`config.mk`:
```
export PLATFORM = sky130hd
export DESIGN_NAME = pipelined_cla_subtractor
export DESIGN_NICKNAME = d
export VERILOG_FILES = /design/src/rtl/pipelined_cla_subtractor.sv
export SDC_FILE = /design/constraint.sdc
export NUM_CORES = 1
export LEC_CHECK = 0
export ABC_AREA = 1
export CAP_MARGIN = 20
export CORE_MARGIN = 4
export CORE_UTILIZATION = 49
export DETAILED_ROUTE_END_ITERATION = 16
export HOLD_SLACK_MARGIN = 0.02
export PLACE_DENSITY_LB_ADDON = 0.2
export SYNTH_ARGS = -nofsm -noshare
export SYNTH_HDL_FRONTEND = slang
export SYNTH_SLANG_ARGS = --single-unit
```
`constraint.sdc`:
```
create_clock -name clk -period 3.76 [get_ports clk]
set_clock_uncertainty 0.1 [all_clocks]
set_input_delay 0.94 -clock clk [delete_from_list [all_inputs] [get_ports clk]]
set_output_delay 0.94 -clock clk [all_outputs]
set_load 0.02 [all_outputs]
```
`src/rtl/pipelined_cla_subtractor.sv`:
```
// Pipelined carry-lookahead subtractor: one GROUP-bit lookahead group resolved per stage,
// with a valid/ready handshake on both sides and full throughput.
module pipelined_cla_subtractor #(
   parameter int WIDTH = 8,
   parameter int GROUP = 4
) (
   input  logic             clk,
   input  logic             rst,
   input  logic             i_valid,
   output logic             o_ready,
   input  logic [WIDTH-1:0] i_min,
   input  logic [WIDTH-1:0] i_sub,
   output logic             o_valid,
   input  logic             i_ready,
   output logic [WIDTH:0]   o_result
);

   localparam int STAGES = WIDTH / GROUP;

   logic [STAGES-1:0]            valid_q, valid_d;
   logic [STAGES-1:0]            borrow_q, borrow_d;
   logic [STAGES-1:0][WIDTH-1:0] a_q, a_d, b_q, b_d, res_q, res_d;

   logic [STAGES-1:0]            load;
   logic [STAGES-1:0][WIDTH-1:0] src_a, src_b, src_res;
   logic [STAGES-1:0]            src_cin, src_v;

   function automatic logic [GROUP:0] cla_group(input logic [GROUP-1:0] a,
                                                input logic [GROUP-1:0] b,
                                                input logic             cin);
      logic [GROUP-1:0] g, p;
      logic [GROUP:0]   c;
      logic             term, pp;
      g    = a & b;
      p    = a ^ b;
      c    = '0;
      c[0] = cin;
      for (int i = 0; i < GROUP; i++) begin
         term = g[i];
         pp   = p[i];
         for (int j = i - 1; j >= 0; j--) begin
            term = term | (pp & g[j]);
            pp   = pp & p[j];
         end
         c[i+1] = term | (pp & cin);
      end
      return {c[GROUP], p ^ c[GROUP-1:0]};
   endfunction

   always_comb begin : advance_chain
      logic chain;
      chain = i_ready;
      load  = '0;
      for (int k = STAGES - 1; k >= 0; k--) begin
         chain   = ~valid_q[k] | chain;
         load[k] = chain;
      end
   end

   assign o_ready = load[0];

   // Stage 0 sees the raw operands with the subtrahend inverted and a carry-in of 1.
   always_comb begin
      src_a      = '0;
      src_b      = '0;
      src_res    = '0;
      src_cin    = '0;
      src_v      = '0;
      src_a[0]   = i_min;
      src_b[0]   = ~i_sub;
      src_cin[0] = 1'b1;
      src_v[0]   = i_valid;
      for (int k = 1; k < STAGES; k++) begin
         src_a[k]   = a_q[k-1];
         src_b[k]   = b_q[k-1];
         src_res[k] = res_q[k-1];
         src_cin[k] = ~borrow_q[k-1];
         src_v[k]   = valid_q[k-1];
      end
   end

   // Carry is stored inverted (as a borrow) so the reset value of 0 yields o_result = 0.
   always_comb begin
      logic [GROUP:0] grp;
      valid_d  = valid_q;
      borrow_d = borrow_q;
      a_d      = a_q;
      b_d      = b_q;
      res_d    = res_q;
      grp      = '0;
      for (int k = 0; k < STAGES; k++) begin
         grp = cla_group(src_a[k][k*GROUP +: GROUP], src_b[k][k*GROUP +: GROUP], src_cin[k]);
         if (load[k]) begin
            valid_d[k] = src_v[k];
         end
         if (load[k] && src_v[k]) begin
            a_d[k]                     = src_a[k];
            b_d[k]                     = src_b[k];
            res_d[k]                   = src_res[k];
            res_d[k][k*GROUP +: GROUP] = grp[GROUP-1:0];
            borrow_d[k]                = ~grp[GROUP];
         end
      end
   end

   always_ff @(posedge clk or posedge rst) begin
      if (rst) begin
         valid_q  <= '0;
         borrow_q <= '0;
         a_q      <= '0;
         b_q      <= '0;
         res_q    <= '0;
      end else begin
         valid_q  <= valid_d;
         borrow_q <= borrow_d;
         a_q      <= a_d;
         b_q      <= b_d;
         res_q    <= res_d;
      end
   end

   assign o_valid  = valid_q[STAGES-1];
   assign o_result = {borrow_q[STAGES-1], res_q[STAGES-1]};

endmodule

```
Word level (Yosys, flattened, before mapping)
Cells that the tools add are included.
{"block": "word_totals", "register_bits": 32, "output_inout_bits": 11}
{"block": "classes", "bitwise_logic": 62, "n_reduce_logical": 2}
{"operator": "1-bit AND", "count": 28}
{"operator": "1-bit OR", "count": 22}
{"operator": "4-bit bitwise XOR", "count": 4}
{"operator": "4-bit AND", "count": 2}
{"operator": "8-bit inverter", "count": 1}
{"operator": "1-bit inverter", "count": 5}
{"operator": "1-bit logical AND", "count": 2}

Logic depth before layout (Yosys ltp)
Gate-level depths: netlist (run 1).
{"block": "depth", "depth_word": 8, "depth_mapped": 8, "ltp_nobuf": 8}

Worst setup path before layout (run 1)
OpenSTA, ideal clock, no wires.
{"block": "synth_path", "path_type": "input -> output", "startpoint": "input i_ready", "endpoint": "output o_ready", "arrival_time_ns": 1.144, "path_buffers": 0, "required_time_ns": 2.720, "path_slack_ns": 1.576, "path_stages": 2, "cell_sequence": "inv_1 -> nand3_2"}
{"block": "synth_between", "elab_chain_len": 2}
{"element": "start: declaration", "line": "14", "rtl": "input logic i_ready,"}
{"element": "1-bit OR (2 in a row)", "line": "55", "rtl": "chain = ~valid_q[k] | chain;"}
{"element": "end: declaration", "line": "10", "rtl": "output logic o_ready,"}
No other way between the ends.

Worst setup path in the final report (run 1)
Same ends and word-level chain as after synthesis.

==> results of run 1 <==
==> layout make-up <==
cell class | count | area, um2
timing repair buffer | 30 | 300
tap | 30 | 37.5
sequential | 24 | 601
clock buffer | 3 | 22.5
multi-input combinational | 99 | 546
inverter | 17 | 68.8
fill | 241 | 917
clock inverter | 1 | 30.0
==> metrics by stage <==
| stage | instance area, um2 | setup slack (ns) | std cells |
|---|---|---|---|
| floorplan | 1310 | 1.58 | 152 |
| global placement | 1550 | 0.589 | 200 |
| detailed placement | 1550 | 0.571 | 200 |
| CTS | 1610 | 0.565 | 204 |
| global route | 1610 | 0.523 | 204 |
| finish | 1610 | 0.575 | 204 |
==> worst max-delay path by stage <==
stage                          to  cells past startpoint
after floorplan           o_ready                      2
after global placement    o_ready                      4
after detailed placement  o_ready                      4
after CTS                 o_ready                      4
after global routing      o_ready                      4
final                     o_ready                      4
==> power by group <==
group          switching (mW)  internal (mW)
clock                  0.0760          0.108
combinational           0.178          0.155
sequential             0.0392          0.324
==> cell families after synthesis <==
group           after synthesis
simple gates                 75
buf+inv                      29
flops                        24
compound gates               12
fa+ha+maj                    10
xor+xnor                      2
==> cells in the final DEF (no fill, tap or decap), types with 8 or more instances in the layout <==
cell type,count
ha_1,9
dfrtp_1,24
clkdlybuf4s50_1,30
nand2_1,55
inv_1,16
o21ai_0,8
nand3_1,9
==> worst register-to-register path, stage by stage (launching register included) <==
cell	delay, ns
dfrtp_1	0.41
ha_1	0.36
nand2_1	0.12
nand2_1	0.08
nand2_1	0.07
nand2_1	0.06
nand2_1	0.06
nand3_1	0.07
nand2_1	0.05
==> flip-flops by register name, indices dropped and copies added, names as in the netlist <==
name / flops
borrow_q: 2
o_result: 8
a_q: 4
b_q: 4
res_q: 4
valid_q: 2
==> per-layer routing <==
layer  share of wire (%)  wire (um)  vias to the layer above
met2                  44        976                       27
met1                  47       1020                      418
li1                    -          -                      514
met4                 2.1         46                        0
met3                 6.8        150                        8
met5                   0          0                        -
==> flow_metrics.tcl, run 1 <==
set metrics [dict create \
    pwr_density_cell_nw_per_um2 548 \
    cts_hold_buf 0 \
    critPathMaxFanout 3 \
    port_buffers 30 \
    drt_iter0_markers 19 \
    clkTransAtPathRegs_ns 0.12 \
    grt_start_max_net_pins 25 \
    vdd_ir_drop_max_mv 0.390 \
    area_growth_pct 22.7 \
    grt_util_met1_pct 17.5 \
    start_util_pct 51.9 \
    dieArea_um2 3560 \
    cts_tree "done" \
    grt_pass1_wl_mm 3.73 \
    critical-path-top-delay-family "buffers and inverters" \
    synthSimpleGateAreaFrac_pct 24.8 \
    cp-end-kind "output port" \
    worstSetupStartpoint "i_ready" \
    grt_util_all_layers_pct 13.7 \
    synth_ff_type "dfrtp_1" \
    hold_violations 0 \
    crit_required_ns 2.72 \
    crit_type "primary input to output port" \
    finalPower_mw 0.880 \
    cp_slowest_cell "clkdlybuf4s50_1" \
    r2r.worst_path.cells 8 \
    yosysSeqAreaShare_pct 45.9 \
    synth_fp_nets 182 \
    cts_resized 0 \
    cp.arrival_ns 2.15 \
    synth_xor_area_share_pct 1.34 \
    hp-class "flop to flop" \
    grt_use_met3_pct 3.24 \
    tns_ns 0 \
    synth_top_family_by_area "simple AND/OR/NAND/NOR gates" \
    layout_min_cycle_time_ns 3.19 \
    diodes 0 \
    grt_busiest_layer "met2" \
    dieHeight_um 59.7 \
    fmax_ghz 0.314 \
    whs_ns 0.391 \
    antenna_left 0 \
    drive_above_1_share_pct 6.90 \
    fin_util_pct 63.6 \
    postCtsSetupBuffers 0 \
    ys_top_cells_by_count "nand2_1, dfrtp_1, inv_1" \
    critical_path.most_common_cell "clkdlybuf4s50_1" \
    fp.coreArea_um2 2520 \
    slew_headroom_pct 42.3 \
    synth_edf_count 0 \
    synth_area_per_cell_um2 8.61 \
    ys_seq_elements 24 \
    dpl.hpwl_mm 1.72 \
    wl_per_cell_um 10.8 \
    outcome "finished clean" \
    muxShareOfSynthArea_pct 0 \
    clock_sinks 24 \
    synth_area_leaders "dfrtp_1, nand2_1, ha_1, buf_4, inv_1" \
    drv_slew 0 \
    crit_chain "clkdlybuf4s50_1 > inv_1 > nand3_2 > clkdlybuf4s50_1" \
    hold_depth 2 \
    rows 18 \
    synthAdderAreaFrac_pct 10.1 \
    worst_pin_slew_ns 0.864 \
    grt_antenna_before_repair 0 \
    rsz0062_at_grt "no" \
    total_leakage_power_nw 0.828 \
    ys_async_sr_fraction_pct 100 \
    firstDrtPassIters 3 \
    yosysWarnings 0 \
    cts.path.max_buffers 2 \
    insertion_delay_ns 0.31 \
    setup_viol 0 \
    critPathBufInv 3 \
    synth_top_cell_area_share_pct 45.9 \
    route.detailed.drc 0 \
    drt-total-wl_mm 2.20 \
    h-tree-depth 1 \
    dieWidth_um 59.7 \
    viasPerCell 4.74 \
    synth_most_common_cell "nand2_1" \
    synth_area_um2 1310 \
    vias 967 \
    synth-compound-area-share_pct 5.45 \
    whs_endpoint "o_result[1]" \
    start_kind "primary input" \
    rrSetupSlack_ns 2.27 \
    first_global_vias 936 \
    synth_top_cell_by_area "dfrtp_1" \
    io_pins 31 \
    netlist_instances 152 \
    max_cap_violations 0 \
    holdCritStartpoint "res_q[1]" \
    clockRootBuffer "clkbuf_4" \
    rr_startpoint "a_q[5]" \
    grt_remaining_overflow 0 \
    critPathMaxStageDelay_ns 0.61 \
    cts_inserted_buffers 3 \
    nets 205 \
    ys_types 19 \
    use_met2_pct 21.6 \
    reg2reg_to "o_result[7]" \
    place.gp.congestion 0.903 \
    period_share_pct 84.7 \
]
(Power assumes the default switching activity.)
==> run 2: changes to the inputs <==
Clock period 3.76 ns to 3.21 ns, I/O delays scaled along.
==> flow_metrics.tcl, run 2 (synthesis gave the netlist of run 1 again) <==
set metrics [dict create \
    outcome "finished clean" \
    area_growth_pct 20.4 \
    rr_startpoint "a_q[5]" \
    reg2reg_to "o_result[7]" \
    clkTransAtPathRegs_ns 0.12 \
    start_kind "primary input" \
    cp.arrival_ns 2.02 \
    wl_per_cell_um 10.7 \
    postCtsSetupBuffers 0 \
    period_share_pct 91.0 \
    drt-total-wl_mm 2.18 \
    grt_pass1_wl_mm 3.78 \
    cts_inserted_buffers 3 \
    grt_antenna_before_repair 0 \
    first_global_vias 932 \
    fin_util_pct 62.5 \
    nets 205 \
    pwr_density_cell_nw_per_um2 596 \
    vias 980 \
    p_int_mw 0.606 \
    cts_tree "done" \
    grt_start_max_net_pins 25 \
    dieHeight_um 59.7 \
    grt_remaining_overflow 0 \
    tns_ns 0 \
    dieArea_um2 3560 \
    h-tree-depth 1 \
    rsz0062_at_grt "no" \
    r2r.worst_path.cells 8 \
    cts.path.max_buffers 2 \
    total_leakage_power_nw 0.814 \
    dieWidth_um 59.7 \
    clockRootBuffer "clkbuf_4" \
    dpl.hpwl_mm 1.73 \
    crit_required_ns 2.31 \
    max_cap_violations 0 \
    pwr-share-comb_pct 41.5 \
    largest_reg_flops 8 \
    clock_sinks 24 \
    insertion_delay_ns 0.30 \
    route.detailed.drc 0 \
    port_buffers 30 \
    power.switching_mw 0.332 \
    layout_commonest_cell "nand2_1" \
    diodes 0 \
    grt_util_all_layers_pct 13.9 \
    switching_share_pct 35.4 \
    cp-end-kind "output port" \
    seq_power_share_pct 45.3 \
    start_util_pct 51.9 \
    slew_headroom_pct 41.8 \
    critPathMaxFanout 3 \
    io_pins 31 \
    drv_slew 0 \
    fmax_ghz 0.342 \
    viasPerCell 4.83 \
    layout_min_cycle_time_ns 2.92 \
    drt_iter0_markers 14 \
    p_clk_share_pct 13.2 \
    final_cell_mix "nand2_1, clkdlybuf4s50_1, dfrtp_1, inv_1" \
    crit_type "primary input to output port" \
    drive_above_1_share_pct 6.36 \
    fp.coreArea_um2 2520 \
    rrSetupSlack_ns 1.75 \
    cts_hold_buf 0 \
    setup_viol 0 \
    cts_resized 0 \
    worst_pin_slew_ns 0.873 \
    hold_violations 0 \
    vdd_ir_drop_max_mv 0.362 \
    firstDrtPassIters 4 \
    cp-endpoint "o_ready" \
    rows 18 \
    hp-class "flop to flop" \
    place.gp.congestion 0.902 \
    worstSetupStartpoint "i_ready" \
    antenna_left 0 \
]
-- run 2: routing by layer --
metal	GRT usage, %	part of all wire, %	vias up
met4	6.01	1.1	0
met1	17.6	46	433
met3	3.67	7.4	4
li1	-	-	513
met5	0	0	-
met2	22.2	46	30
-- run 2: worst min path at each step --
stage | from | end | slack (ns) | depth (start not counted)
after floorplan | res_q[0] | o_result[0] | 0.34 | 2
after global placement | res_q[1] | o_result[1] | 0.36 | 2
after detailed placement | res_q[1] | o_result[1] | 0.36 | 2
after CTS | res_q[1] | o_result[1] | 0.39 | 2
after global routing | o_result[1] | o_result[1] | 0.42 | 2
final | res_q[1] | o_result[1] | 0.38 | 2
-- run 2: through the flow --
stage          hold WS (ns)  area [um2]  instances  power [mW]  setup WS [ns]
4_1_cts               0.387        1580        203       0.948          0.283
5_1_grt               0.423        1580        203        1.01          0.241
3_3_place_gp          0.361        1550        200       0.812          0.314
2_1_floorplan         0.342        1310        152       0.733           1.30
6_report              0.383        1580        203       0.938          0.288
3_5_place_dp          0.357        1550        200       0.824          0.287
-- run 2: power by group through the flow --
stage | Combinational (mW) | Sequential (mW) | Clock (mW)
5_1_grt | 0.434 | 0.434 | 0.144
3_3_place_gp | 0.385 | 0.426 | 0
3_5_place_dp | 0.393 | 0.431 | 0
6_report | 0.390 | 0.425 | 0.124
4_1_cts | 0.395 | 0.425 | 0.128
2_1_floorplan | 0.310 | 0.423 | 0
-- run 2: cell type report --
cell class	instances	area, um2
multi-input combinational	99	546
clock buffer	3	22.5
tap	30	37.5
sequential	24	601
fill	228	947
timing repair buffer	30	300
inverter	17	68.8
-- run 2: worst max-delay path, cell delays in order --
cell             delay, ns
clkdlybuf4s50_1       0.46
inv_1                 0.06
nand3_2               0.08
clkdlybuf4s50_1       0.61
==> patch 1, RTL diff (settings of run 2) <==
The parameter `WIDTH` goes from 8 to 12.
--- a/src/rtl/pipelined_cla_subtractor.sv
+++ b/src/rtl/pipelined_cla_subtractor.sv
@@ -3,3 +3,3 @@
 module pipelined_cla_subtractor #(
-   parameter int WIDTH = 8,
+   parameter int WIDTH = 12,
    parameter int GROUP = 4
Ports: changed (resized i_min, i_sub and o_result); port bits go from 31 to 43. The function was not compared with the original's and may differ.
==> patch 1 against run 2 <==
Die area up 83%; maximum frequency down 1.2%; sequential cell count up 30; total power up 150%; wire length up 97%; largest power group unchanged; cell area up 95%; setup slack worse by 0.034 ns; largest cell class unchanged; synthesized area up 98%.
==> patch 1: results (changes against run 2) <==
setup repair bufs after CTS 0 (unchanged); worst skew pair latency 0.30 ns (about the same); adder-cell share of the synthesized area 7.83% (-2.3 points); crit-path max cell delay 0.62 ns; Num CTS Buffers 5 (+2); Net count, final 369 (+80%); GRT Total Usage 15.4% (+1.5 points); Resized cells post-CTS 0 (unchanged); Port Buffers 42 (+40%); Synth cell types 22 (+3); delay-heaviest family, CP buffers and inverters; fillers 476 (+110%); CTS root buf clkbuf_8; DRT Pass-1 Iters 4 (unchanged); Async S/R FF share, synth 100% (unchanged); top cells by area, synth dfrtp_1, nand2_1, ha_1; Ant. Diodes 0 (unchanged); DRT iter0 DRCs 129 (+115); Synthesized Nets 338 (+86%); leakage 1.58 nW (+94%); Peak VDD IR 0.000302 V (-16%); fraction of layout instances using a drive strength above 1 6.12% (-0.24 points); largest net degree at the start of global routing 55 (+120%); worst relative slew slack 55.9% (+14 points); status complete, no violations; vias in the first global route 1730 (+86%); Yosys warnings 0 (unchanged); Compound-Gate Fraction of Synth Area 5.17% (-0.28 points); CP arrival 2.05 ns (+0.03 ns); H-tree levels 2 (+1); post-DR wirelength/cell 10.8 um (+0.55%); DP Wirelength 3.07 mm (+77%); Worst path slowest cell clkdlybuf4s50_1; Commonest cells post-synth nand2_1, dfrtp_1, o21ai_0; routability cong. 0.758 (-16%); Top FF cell, synth dfrtp_1; area share of xor/xnor cells in the synthesized design 1.01% (-0.32 points); initial antenna violation count 0 (unchanged); vias per cell 4.69 (-2.8%); Worst Hold Class register to register; Max FO, Critical Path 3 (unchanged); first-pass GRT wire length 7.73 mm (+100%); Clock transition at path regs 0.09 ns (-0.03 ns); post-synthesis mux area share 0% (unchanged); clock buffer depth 2 (unchanged); sequential cell area fraction in the yosys report 52.2% (+6.3 points)
-- patch 1: layer usage --
layer | GRT usage, % | up-vias | routed length (um) | part of all wire (%)
li1 | - | 977 | - | -
met1 | 19.9 | 830 | 2070 | 48
met2 | 25.1 | 49 | 1920 | 45
met3 | 4.04 | 7 | 228 | 5.3
met4 | 5.57 | 0 | 72 | 1.7
met5 | 0 | - | 0 | 0
-- patch 1: path summary, 6_finish.rpt --
check / start / depth (start not counted) / slack [ns] / end
worst max register to register: a_q[6] / 7 / 1.66 / res_q[19]
worst max-delay path: i_ready / 4 / 0.25 / o_ready
max in group asynchronous: rst / 3 / 1.67 / o_result[1]
worst min-delay path: b_q[11] / 2 / 0.37 / b_q[23]
worst min register to register: b_q[11] / 2 / 0.37 / b_q[23]
min in group asynchronous: rst / 3 / 0.88 / o_result[0]
-- patch 1: kinds of logic after synthesis --
logic type | after synthesis
simple gates | 151
xor+xnor | 3
flops | 54
compound gates | 26
buf+inv | 46
fa+ha+maj | 15
-- patch 1: where the power goes --
group          switching, mW  internal (mW)  leakage, nW
Combinational          0.485          0.388        0.862
Clock                  0.206          0.218       0.0575
Sequential             0.116          0.896        0.662
Total                  0.807           1.50         1.58
-- patch 1: area by class of cell --
| type | instances | area [um^2] | share of cell area (%) |
|---|---|---|---|
| flip-flops and latches | 54 | 1350 | 44.0 |
| repair buffers | 45 | 443 | 14.4 |
| multi-input cells | 195 | 985 | 32.0 |
| well taps | 70 | 87.6 | 2.85 |
| inverters | 25 | 96.3 | 3.14 |
| clock buffers | 8 | 110 | 3.58 |
-- patch 1: metrics by stage --
| stage | hold slack [ns] | total power, mW | cells | worst slack [ns] | cell area (um^2) |
|---|---|---|---|---|---|
| after floorplan | 0.342 | 1.71 | 295 | 0.993 | 2590 |
| after global placement | 0.353 | 1.88 | 389 | 0.251 | 2960 |
| after detailed placement | 0.355 | 1.91 | 389 | 0.256 | 2960 |
| after CTS | 0.379 | 2.35 | 397 | 0.245 | 3070 |
| after global routing | 0.402 | 2.52 | 397 | 0.202 | 3070 |
| final | 0.374 | 2.31 | 397 | 0.254 | 3070 |
-- patch 1: worst register-to-register path: cells and delay by family, from the launching register on --
family / cells / cell delay [ns]
DFF: 1 / 0.39
adders and majority gates: 1 / 0.34
and+or+nand+nor: 6 / 0.66
==> patch 2, RTL diff (settings of run 2) <==
Made on the original files. `a_q`, `b_q` and `res_q` no longer have a reset.
--- a/src/rtl/pipelined_cla_subtractor.sv
+++ b/src/rtl/pipelined_cla_subtractor.sv
@@ -109,5 +109,2 @@
          borrow_q <= '0;
-         a_q      <= '0;
-         b_q      <= '0;
-         res_q    <= '0;
       end else begin
@@ -115,6 +112,9 @@
          borrow_q <= borrow_d;
-         a_q      <= a_d;
-         b_q      <= b_d;
-         res_q    <= res_d;
       end
+   end
+
+   always_ff @(posedge clk) begin
+      a_q   <= a_d;
+      b_q   <= b_d;
+      res_q <= res_d;
    end
Behaviour: differs if rst is asserted again (counterexample within 4 cycles, from zero or initial values and one cycle with rst high); with rst held inactive, the same outputs for 10 cycles.
==> patch 2 against run 2 <==
Non-clock buffer count stayed put; die area shrank 4.6%; total power is 21% lower; critical path depth stayed put; sequential cell count did not move; cell count shrank 13%; synthesized area decreased by 5.4%; cell area shrank 2.7%; setup slack gained 0.022 ns; via count is 17% lower; highest routed layer unchanged; worst hold slack worse by 0.048 ns; wire length shrank 17%.
==> patch 2: results (changes against run 2) <==
Net count, final 180 (-12%); fraction of layout instances using a drive strength above 1 2.68% (-3.7 points); worst slew pin tran 0.467 ns (-0.406 ns); DRT iter0 DRCs 19 (+5); Compound-Gate Fraction of Synth Area 0.808% (-4.6 points); routability cong. 0.833 (-7.7%); first-pass GRT wire length 2.94 mm (-22%); leakage 0.726 nW (-11%); sequential cell area fraction in the yosys report 56.6% (+11 points); largest net degree at the start of global routing 14 (-44%); fillers 187 (-18%); CP arrival 2.00 ns (-0.02 ns); status complete, no violations; vias in the first global route 723 (-22%); Vias 813 (-17%); r2r startpoint a_q[6]; cell internal pwr 0.536 mW (-12%); post-DR wirelength/cell 10.2 um (-4.9%); Hold Crit Start res_q[1]; worst r2r path cells 7 (-1); Min-Delay Endpoint o_result[1]; R2R Setup Slk 1.65 ns (-0.10 ns); Placement Setup Slack 0.303 ns (+0.0160 ns); crit-path max cell delay 0.60 ns; top cells by area, synth edfxtp_1, nand2_1, ha_1; DP Wirelength 1.49 mm (-14%); Peak VDD IR 0.000280 V (-22%); adder-cell share of the synthesized area 10.7% (+0.57 points); Port Buffers 30 (unchanged); GRT Total Usage 11.7% (-2.2 points); Top FF cell, synth edfxtp_1; Critical R2R Capture o_result[7]; WHS Path Cells 0 (-2); area share of xor/xnor cells in the synthesized design 1.41% (+0.076 points); Synthesized Nets 154 (-15%); EDFF count, synth 20 (+20); Synth cell types 14 (-5); Async S/R FF share, synth 16.7% (-83 points)
[patch 2: final cells by class]
cell class,count,area (um^2),area share (%)
Inverter,27,101,6.61
Tap cell,28,35.0,2.29
Sequential cell,24,701,45.7
Clock buffer,4,26.3,1.71
Timing Repair Buffer,30,300,19.6
Multi-Input combinational cell,64,369,24.1
[patch 2: power by group through the flow]
stage                     Sequential, mW  Clock (mW)  Combinational, mW
after floorplan                    0.413           0              0.144
after global placement             0.412           0              0.201
after detailed placement           0.414           0              0.208
after CTS                          0.407       0.137              0.208
after global routing               0.410       0.150              0.228
final                              0.406       0.133              0.206
[patch 2: how the worst max path moves through the flow]
stage / startpoint / endpoint / slack (ns) / depth (start not counted)
floorplan: i_ready / o_ready / 1.31 / 2
global placement: i_ready / o_ready / 0.34 / 4
detailed placement: i_ready / o_ready / 0.30 / 4
CTS: i_ready / o_ready / 0.30 / 4
global route: i_ready / o_ready / 0.26 / 4
finish: i_ready / o_ready / 0.31 / 4
[patch 2: stage by stage]
step                      util (%)  std cells  hold slack, ns  instance area, um^2
after global routing          66.1        177           0.343                 1530
after global placement        65.0        173           0.303                 1510
after detailed placement      65.0        173           0.308                 1510
after floorplan                  -        124           0.300                 1240
after CTS                     66.1        177           0.337                 1530
final                         66.1        177           0.334                 1530
[patch 2: cell families (layout without fill, tap and decap cells)]
group           Yosys count  count (layout)
xor+xnor                  2               2
simple gates             50              50
flops                    24              24
buf+inv                  36              61
fa+ha+maj                10              10
compound gates            2               2
[patch 2: per-layer routing]
metal	vias to the layer above	wire, um	track usage, %
met1	352	725	12.9
met2	28	880	20.3
li1	428	-	-
met3	5	154	2.67
met5	-	0	0
met4	0	47	6.95
